**src/rtl/bcd_score_counter.sv**
```systemverilog
// Packed-BCD game score counter with persistent high score, milestone pulse,
// overflow flag and a freeze-on-game-over FSM for the Dino display path.
module bcd_score_counter #(
    parameter int DIGITS          = 4,
    parameter int MILESTONE_DIGIT = 2,
    parameter bit SATURATE        = 1'b1
) (
    input  logic                clk,
    input  logic                rst,
    input  logic                tick,
    input  logic                run,
    input  logic                clear,
    input  logic                game_over,
    output logic [4*DIGITS-1:0] score,
    output logic [4*DIGITS-1:0] hi_score,
    output logic                milestone,
    output logic                new_record,
    output logic                overflow,
    output logic                frozen
);

    localparam int W = 4 * DIGITS;

    typedef enum logic {
        ACTIVE = 1'b0,
        FROZEN = 1'b1
    } state_t;

    state_t         state;
    state_t         state_n;
    logic [W-1:0]   inc_val;
    logic           carry;
    logic           all_nines;
    logic           milestone_hit;
    logic [W-1:0]   score_n;
    logic [W-1:0]   hi_score_n;
    logic           milestone_n;
    logic           new_record_n;
    logic           overflow_n;

    // Ripple the +1 through every trailing 9 so the whole carry chain settles in one cycle.
    always_comb begin
        inc_val = score;
        carry   = 1'b1;
        for (int i = 0; i < DIGITS; i++) begin
            if (carry) begin
                if (score[4*i +: 4] == 4'd9) begin
                    inc_val[4*i +: 4] = 4'd0;
                end else begin
                    inc_val[4*i +: 4] = score[4*i +: 4] + 4'd1;
                    carry             = 1'b0;
                end
            end
        end
        all_nines = carry;
    end

    // Lower digits all zero after a non-overflowing increment means a carry entered the milestone digit.
    assign milestone_hit = (inc_val[4*MILESTONE_DIGIT-1:0] == '0) && !all_nines;

    always_comb begin
        state_n      = state;
        score_n      = score;
        hi_score_n   = hi_score;
        milestone_n  = 1'b0;
        new_record_n = new_record;
        overflow_n   = overflow;

        if (clear) begin
            state_n      = ACTIVE;
            score_n      = '0;
            overflow_n   = 1'b0;
            new_record_n = 1'b0;
        end else if (state == ACTIVE && game_over) begin
            state_n = FROZEN;
            if (score > hi_score) begin
                hi_score_n   = score;
                new_record_n = 1'b1;
            end else begin
                new_record_n = 1'b0;
            end
        end else if (state == ACTIVE && run && tick) begin
            if (all_nines) begin
                overflow_n = 1'b1;
                score_n    = SATURATE ? score : '0;
            end else begin
                score_n     = inc_val;
                milestone_n = milestone_hit;
            end
        end
    end

    always_ff @(posedge clk) begin
        if (rst) begin
            state      <= ACTIVE;
            score      <= '0;
            hi_score   <= '0;
            milestone  <= 1'b0;
            new_record <= 1'b0;
            overflow   <= 1'b0;
        end else begin
            state      <= state_n;
            score      <= score_n;
            hi_score   <= hi_score_n;
            milestone  <= milestone_n;
            new_record <= new_record_n;
            overflow   <= overflow_n;
        end
    end

    assign frozen = (state == FROZEN);

endmodule

```
**config.mk**
```make
export PLATFORM = sky130hd
export DESIGN_NAME = bcd_score_counter
export DESIGN_NICKNAME = d
export VERILOG_FILES = /design/src/rtl/bcd_score_counter.sv
export SDC_FILE = /design/constraint.sdc
export NUM_CORES = 1
export LEC_CHECK = 0
export CORE_ASPECT_RATIO = 1.1
export CORE_MARGIN = 1
export CORE_UTILIZATION = 57
export DETAILED_ROUTE_END_ITERATION = 16
export DONT_BUFFER_PORTS = 1
export GPL_ROUTABILITY_DRIVEN = 0
export PLACE_DENSITY = 0.75
export SETUP_SLACK_MARGIN = 0.1
export SYNTH_ARGS = -nofsm -noshare
export SYNTH_HDL_FRONTEND = slang
export SYNTH_SLANG_ARGS = --single-unit
```
**constraint.sdc**
```tcl
create_clock -name clk -period 2.6 [get_ports clk]
set_clock_uncertainty 0.2 [all_clocks]
set_input_delay 0.13 -clock clk [delete_from_list [all_inputs] [get_ports clk]]
set_output_delay 0.13 -clock clk [all_outputs]
set_load 0.1 [all_outputs]
```
==> flow_summary.ini, run 1 <==
[timing]
fmax_mhz = 437
tns_ns = 0
timing.final.crit_share = 0.881
worst-slew-pin-transition_ns = 0.949
drv_slew = 0
fin_crit_ns = 2.29
grt_setup_unrepaired = false
slew_headroom = 0.367
setup_viol = 0
hold_viol_final = 0

[placement]
place_area_sq_mm = 0.00256
port_buffers = 0
place_hpwl_mm = 3.70

[run]
cap_violations = 0

[clocking]
path_clk_slew_ns = 0.07
cts_max_level = 2
clk_path_buf_depth = 2
clock_latency_ns = 0.29
cts_tree = built
ctsRootBufferMaster = clkbuf_8
ctsHoldBuffers = 3
numClockSinks = 36
cts_resized = 0
cts_setup_buffers = 0
cts_made_buffers = 5

[grt]
grt_pass1_wl_mm = 8.18
overflow = 0
grt_antenna_before_repair = 0
grt_pass1_vias = 1855
grt_usage = 0.278
grt_max_degree = 34

[yosys]
synthTopCellsByArea = dfxtp_1, ha_1, nand2b_1, mux2i_1, inv_1
yosysMostFrequentCell = dfxtp_1
synth_edf_count = 0
ys_types = 43
synth_ff_type = dfxtp_1
syn-num-nets = 271
syn_inst = 249
ys_async_sr_fraction = 0
yosys_warnings = 0
synth_seq_cells = 36
avgSynthCellArea_sq_um = 8.70
synth_top_cell_area_share = 0.333
ys_seq_area_frac = 0.333
synth_area_sq_mm = 0.00217
synth_top_area_cell = dfxtp_1
synthTopCellsByCount = dfxtp_1, nand2b_1, inv_1

[setup_path]
crit_fanout = 7
timing.rr.start = score[9]
critPathCaptureType = flip-flop
r2r_end = milestone
worstPathArrival_ns = 2.24
cp.required_ns = 2.55
crit_path_start_kind = flip-flop
r2r_slack_ns = 0.31
critPathKind = flip-flop to flip-flop
reg2reg_depth = 6

[die]
die_w_um = 60.8
die-height_um = 66.7
pin_count = 42
dieArea_sq_mm = 0.00405
start_util = 0.597
core_region_area_sq_mm = 0.00363
rows = 23

[final_layout]
layout-drive-gt1-share = 0.308
synthToLayoutAreaGrowth_pct = 24.6
design_area_sq_mm = 0.00270
diodes = 0
seq_area_sq_um = 803
fillCellCount = 303
layout.nets = 310
multiInputGateArea_sq_mm = 0.00133

[routing]
route.detailed.drc = 0
drtAntennaViolNets = 0
routedWlPerCell_um = 15.3
routed_wl_mm = 5.18
via_per_inst = 5.68
via_count = 1927
drt_pre_antenna_iters = 4
drt-initial-drc-count = 64

[power_and_ir_drop]
ir_worst_vdd_v = 0.000385
p_leak_nw = 1.02
powerDensity_mw_per_mm2 = 397
total_power_w = 0.00107

[outcome]
outcome = complete, no violations

[worst_hold_path]
hold_path_startpoint = rst
min_to = score[2]
whs_path_depth = 2
min_path_type = input port to flip-flop
-- critical path, stage by stage, from the launching register on --
cell,delay (ns)
dfxtp_2,0.34
buf_4,0.32
and4bb_2,0.31
nand2_1,0.21
and3_2,0.20
o21ai_0,0.09
a2111oi_0,0.46
-- state kept, by name, summed over array words and instances (netlist names) --
name	cells
overflow	1
new_record	1
frozen	1
hi_score	16
milestone	1
score	16
-- through the flow --
step / worst slack (ns) / hold WS (ns) / util / cells
6_report: 0.310 / 0.0210 / 0.744 / 339
5_1_grt: 0.152 / 0.0504 / 0.744 / 339
4_1_cts: 0.354 / 0.0255 / 0.744 / 339
3_5_place_dp: 0.379 / 0.0774 / 0.706 / 328
3_3_place_gp: 0.397 / 0.0598 / 0.706 / 328
2_1_floorplan: 0.121 / 0.0521 / - / 249
-- layer usage --
layer | up-vias | share of wire | track usage
met3 | 10 | 0.058 | 0.0932
met2 | 52 | 0.49 | 0.451
li1 | 947 | - | -
met4 | 0 | 0.021 | 0.116
met5 | - | 0 | 0
met1 | 918 | 0.43 | 0.330
-- layout make-up --
| class | count | share of cell area |
|---|---|---|
| multi-input combinational | 182 | 0.492 |
| sequential | 36 | 0.298 |
| timing repair buffer | 41 | 0.117 |
| inverter | 22 | 0.0306 |
| clock buffer | 6 | 0.0269 |
| tap | 50 | 0.0232 |
| clock inverter | 2 | 0.0130 |
-- layout by cell type, fill, tap and decap left out, types with 10 or more instances in the layout --
| master | n |
|---|---|
| buf_4 | 38 |
| nand2b_1 | 32 |
| inv_1 | 22 |
| nor2_1 | 17 |
| mux2i_1 | 17 |
| dfxtp_4 | 17 |
| a21oi_1 | 16 |
| ha_1 | 16 |
| dfxtp_2 | 15 |
| nand4_1 | 10 |
-- report_power, final --
part	switching [W]	total (W)	internal, W
clock	0.000204	0.000488	0.000285
sequential	0.000000846	0.000535	0.000534
combinational	0.0000292	0.0000466	0.0000175
total	0.000234	0.00107	0.000836
-- kinds of logic after synthesis --
kind of cell | count (synthesis) | synth area share
mux | 17 | 0.0786
fa+ha+maj | 16 | 0.0924
buf+inv | 31 | 0.0589
simple gates | 103 | 0.287
compound gates | 39 | 0.122
flops | 36 | 0.333
xor+xnor | 7 | 0.0283
-- worst max path at each step --
stage | from | end | cells past startpoint
floorplan | score[0] | hi_score[6] | 8
global placement | score[9] | milestone | 6
detailed placement | score[9] | milestone | 6
CTS | score[9] | milestone | 6
global route | score[15] | score[3] | 5
finish | score[9] | milestone | 6
No activity file was read; power rests on OpenSTA's default activity.
==> run 2: changes to the inputs <==
--- a/config.mk
+++ b/config.mk
@@ -7,11 +7,11 @@
 export LEC_CHECK = 0
 export CORE_ASPECT_RATIO = 1.1
 export CORE_MARGIN = 1
-export CORE_UTILIZATION = 57
+export CORE_UTILIZATION = 40
 export DETAILED_ROUTE_END_ITERATION = 16
 export DONT_BUFFER_PORTS = 1
 export GPL_ROUTABILITY_DRIVEN = 0
-export PLACE_DENSITY = 0.75
+export HOLD_SLACK_MARGIN = 0.15
 export SETUP_SLACK_MARGIN = 0.1
 export SYNTH_ARGS = -nofsm -noshare
 export SYNTH_HDL_FRONTEND = slang
==> run 2 against run 1 <==
  * Via count is 4.7% lower
  * Highest routed layer unchanged
  * Critical endpoint is now hi_score[15]
  * Worst setup slack gained 0.019 ns
  * Largest power group unchanged
  * Maximum frequency up 0.83%
  * Sequential cell count stayed put
  * Global-route usage shrank 9.9 points
==> flow_summary.ini, run 2 (synthesized netlist as in run 1, its figures left out) <==
[power_and_ir_drop]
p_sw_frac = 0.230
p_switching_w = 0.000239
p_clk_frac = 0.436
seqPwrFrac = 0.515
p_comb_frac = 0.049
powerDensity_mw_per_mm2 = 376
internal-power_w = 0.000800
p_leak_nw = 1.04
ir_worst_vdd_v = 0.000287

[die]
die-height_um = 79.2
die_w_um = 72.2
rows = 27
start_util = 0.425
core_region_area_sq_mm = 0.00510
dieArea_sq_mm = 0.00571
pin_count = 42

[final_layout]
layout.cells.most_common = buf_4
layout-drive-gt1-share = 0.306
final_cell_mix = buf_4, nand2b_1, inv_1
largest_registers = hi_score (16), score (16)
synthToLayoutAreaGrowth_pct = 27.5
layout.nets = 312
design_area_sq_mm = 0.00276
diodes = 0

[timing]
fin_crit_ns = 2.27
hold_viol_final = 0
setup_viol = 0
timing.final.crit_share = 0.874
fmax_mhz = 440
worst-slew-pin-transition_ns = 0.933
slew_headroom = 0.377
drv_slew = 0
grt_setup_unrepaired = false
tns_ns = 0

[grt]
grt_antenna_before_repair = 0
grt_pass1_wl_mm = 7.83
overflow = 0
grt_max_degree = 35
grt_pass1_vias = 1639
grt_usage = 0.179

[clocking]
path_clk_slew_ns = 0.08
cts_max_level = 2
ctsRootBufferMaster = clkbuf_8
numClockSinks = 36
clock_latency_ns = 0.29
cts_setup_buffers = 0
cts_tree = built
cts_made_buffers = 5
clk_path_buf_depth = 2

[setup_path]
slowest_stage = a2111o_1
timing.rr.start = hi_score[1]
crit_fanout = 12
crit_path_start_kind = flip-flop
cp.required_ns = 2.61
worstPathArrival_ns = 2.28
critPathCaptureType = flip-flop
max_stage_delay_ns = 0.42
cp_top_family = compound AO/OA/AOI/OAI gates
critPathKind = flip-flop to flip-flop
crit_buf_inv = 2
startpoint = hi_score[1]
r2r_slack_ns = 0.33
crit_path_cell_trace = inv_1 > ha_1 > nor2b_1 > o211ai_1 > a2111o_1 > a31oi_4 > buf_12 > mux2i_1

[routing]
routedWlPerCell_um = 13.5
via_count = 1837
drt-initial-drc-count = 59
wl_met1_mm = 2.39
drtAntennaViolNets = 0
wl_met3_um = 260
wl_met2_mm = 2.21
drt_pre_antenna_iters = 4
routed_wl_mm = 4.89
via_per_inst = 5.06
route.detailed.drc = 0
routed.top_layer = met4

[placement]
port_buffers = 0
place_hpwl_mm = 3.72
place_area_sq_mm = 0.00259

[outcome]
outcome = complete, no violations

[worst_hold_path]
hold_path_startpoint = overflow
min_path_type = flip-flop to flip-flop

[run]
cap_violations = 0
run 2: what timing repair did:
item,4_1_cts,5_1_grt
gates resized for setup,0,1
hold buffers,6,0
endpoints found under the setup margin,0,1
hold endpoints to repair,36,0
run 2: final cells by class:
| type | instances | area [sq um] |
|---|---|---|
| clock buffer | 6 | 93.8 |
| tap | 72 | 90.1 |
| inverter | 22 | 82.6 |
| fill | 477 | 2340 |
| timing repair buffer | 43 | 353 |
| multi-input combinational | 182 | 1330 |
| clock inverter | 2 | 12.5 |
| sequential | 36 | 803 |
run 2: power by group through the flow:
stage | logic (W) | registers, W | clock network, W
finish | 0.0000514 | 0.000535 | 0.000453
floorplan | 0.0000258 | 0.000557 | 0
global placement | 0.0000379 | 0.000548 | 0
CTS | 0.0000510 | 0.000535 | 0.000464
global route | 0.0000548 | 0.000535 | 0.000491
detailed placement | 0.0000377 | 0.000548 | 0
run 2: layer usage:
metal,GRT usage,vias up
li1,-,955
met1,0.250,836
met2,0.260,44
met3,0.0444,2
met4,0.0745,0
met5,0,-
run 2: final timing paths:
kind / end / depth (start not counted)
min: overflow / 2
max reg2reg: hi_score[15] / 8
min reg2reg: overflow / 2
max: hi_score[15] / 8
run 2: metrics by stage:
step	power (W)	utilization	hold WS, ns	std cells	setup slack [ns]
5_1_grt	0.00108	0.541	0.329	363	0.192
6_report	0.00104	0.541	0.288	363	0.328
3_3_place_gp	0.000586	0.508	0.0563	349	0.343
4_1_cts	0.00105	0.541	0.295	363	0.282
3_5_place_dp	0.000586	0.508	0.0712	349	0.345
2_1_floorplan	0.000583	-	0.0521	249	0.121
run 2: worst register-to-register path: stages, from the launching register on:
cell and delay [ns]:
dfxtp_4 0.34, inv_1 0.04, ha_1 0.28, nor2b_1 0.13, o211ai_1 0.10, a2111o_1 0.42, a31oi_4 0.29, buf_12 0.20
mux2i_1 0.19
==> run 3: changes to the inputs <==
--- a/config.mk
+++ b/config.mk
@@ -12,6 +12,7 @@
 export DONT_BUFFER_PORTS = 1
 export GPL_ROUTABILITY_DRIVEN = 0
 export HOLD_SLACK_MARGIN = 0.15
+export PLACE_DENSITY = 0.66
 export SETUP_SLACK_MARGIN = 0.1
 export SYNTH_ARGS = -nofsm -noshare
 export SYNTH_HDL_FRONTEND = slang
==> constraint.sdc (replaced) <==
create_clock -name clk -period 2.6 [get_ports clk]
set_clock_uncertainty 0.2 [all_clocks]
set_input_delay 0.39 -clock clk [delete_from_list [all_inputs] [get_ports clk]]
set_output_delay 0.39 -clock clk [all_outputs]
set_load 0.1 [all_outputs]
==> run 3 against run 2 <==
  * Clock-buffer cell count increased by 1
  * Sequential share of layout area rose by 0.63 points
  * Combinational power decreased by 14%
  * Maximum frequency rose by 1.9%
  * Worst hold slack got worse by 0.10 ns
  * Design area down 2.1%
  * Via count is 1.6% higher
  * Power is 7.0% lower
  * Core utilization is 1.2 points lower
==> flow_summary.ini, run 3 (synthesized netlist as in run 1, its figures left out) <==
[outcome]
outcome = complete, no violations

[grt]
grt_usage = 0.182
grt_pass1_wl_mm = 8.01
grt_max_degree = 33
grt_antenna_before_repair = 0
overflow = 0
grt_pass1_vias = 1705

[timing]
setup_viol = 0
grt_setup_unrepaired = false
tns_ns = 0
hold_viol_final = 0
holdWs_ns = 0.187
worst-slew-pin-transition_ns = 0.776
fin_crit_ns = 2.23
timing.final.crit_share = 0.857
drv_slew = 0
fmax_mhz = 449
slew_headroom = 0.481

[final_layout]
synthToLayoutAreaGrowth_pct = 24.8
final_cells = 362
layout-drive-gt1-share = 0.307
diodes = 0
final_cell_mix = buf_4, nand2b_1, inv_1
largest_registers = hi_score (16), score (16)
design_area_sq_mm = 0.00270
layout.nets = 311
layout.cells.most_common = buf_4

[setup_path]
r2r_slack_ns = 0.37
slowest_stage = a2111o_1
crit_path_start_kind = flip-flop
critPathKind = flip-flop to flip-flop
max_stage_delay_ns = 0.48
timing.rr.start = score[15]
critPathCaptureType = flip-flop
path_depth = 6
worstPathArrival_ns = 2.24
r2r_end = hi_score[1]
reg2reg_depth = 6
crit_path_cell_trace = ha_1 > nand4_1 > a2111o_1 > a31oi_4 > buf_4 > mux2i_1
crit_fanout = 11
cp_top_family = compound AO/OA/AOI/OAI gates
cp.required_ns = 2.61
crit_buf_inv = 1

[clocking]
numClockSinks = 36
cts_tree = built
cts_made_buffers = 5
clock_latency_ns = 0.29
path_clk_slew_ns = 0.07
cts_setup_buffers = 0
cts_max_level = 2
clk_path_buf_depth = 2
ctsRootBufferMaster = clkbuf_8

[worst_hold_path]
min_path_type = input port to flip-flop
min_to = new_record
whs_path_depth = 2
hold_path_startpoint = rst

[die]
core_region_area_sq_mm = 0.00510
die_w_um = 72.2
die-height_um = 79.2
dieArea_sq_mm = 0.00571
start_util = 0.425
rows = 27
pin_count = 42

[routing]
via_per_inst = 5.16
routedWlPerCell_um = 13.4
drtAntennaViolNets = 0
route.detailed.drc = 0
drt_pre_antenna_iters = 4
routed_wl_mm = 4.84
drt-initial-drc-count = 67
via_count = 1867

[power_and_ir_drop]
total_power_w = 0.000966
ir_worst_vdd_v = 0.000154
powerDensity_mw_per_mm2 = 358
p_leak_nw = 1.01

[run]
cap_violations = 0

[placement]
place_hpwl_mm = 3.71
port_buffers = 0
place_area_sq_mm = 0.00260
placed_cells = 352
[run 3: cell types whose count changed in the layout (fill, tap and decap cells not counted), sizes merged]
cell          delta
clkbuf           +1
dlygate4sd3      -3
clkinvlp         -1
buf              +3
dlymetal6s4s     -1
[run 3: final cells by class]
class / instances / area [sq um]
sequential: 36 / 803
clock buffer: 7 / 76.3
fill: 480 / 2400
clock inverter: 1 / 3.75
tap: 72 / 90.1
timing repair buffer: 42 / 320
inverter: 22 / 82.6
multi-input combinational: 182 / 1330
[run 3: report_power, final]
part	switching [W]	internal (W)
registers	0.000000685	0.000534
clock network	0.000200	0.000187
logic	0.0000280	0.0000164
[run 3: worst max-delay path by stage]
stage | slack, ns | end | start
final | 0.37 | hi_score[1] | score[15]
after floorplan | 0.12 | hi_score[6] | score[0]
after global routing | 0.24 | score[4] | score[8]
after detailed placement | 0.39 | hi_score[1] | score[15]
after CTS | 0.37 | hi_score[1] | score[15]
after global placement | 0.44 | hi_score[1] | score[15]
[run 3: per-layer routing]
layer | part of all wire | vias up | GRT usage
li1 | - | 952 | -
met4 | 0.015 | 0 | 0.0647
met5 | 0 | - | 0
met3 | 0.052 | 6 | 0.0508
met2 | 0.45 | 36 | 0.281
met1 | 0.49 | 873 | 0.240
[run 3: timing repair]
item,in CTS,in global routing
hold endpoints to repair,17,0
gates resized for setup,0,0
hold buffers,2,0
[run 3: per-stage QoR]
step	utilization	worst slack, ns
after floorplan	-	0.121
after global placement	0.510	0.437
after detailed placement	0.510	0.393
after CTS	0.530	0.370
after global routing	0.530	0.242
final	0.530	0.372
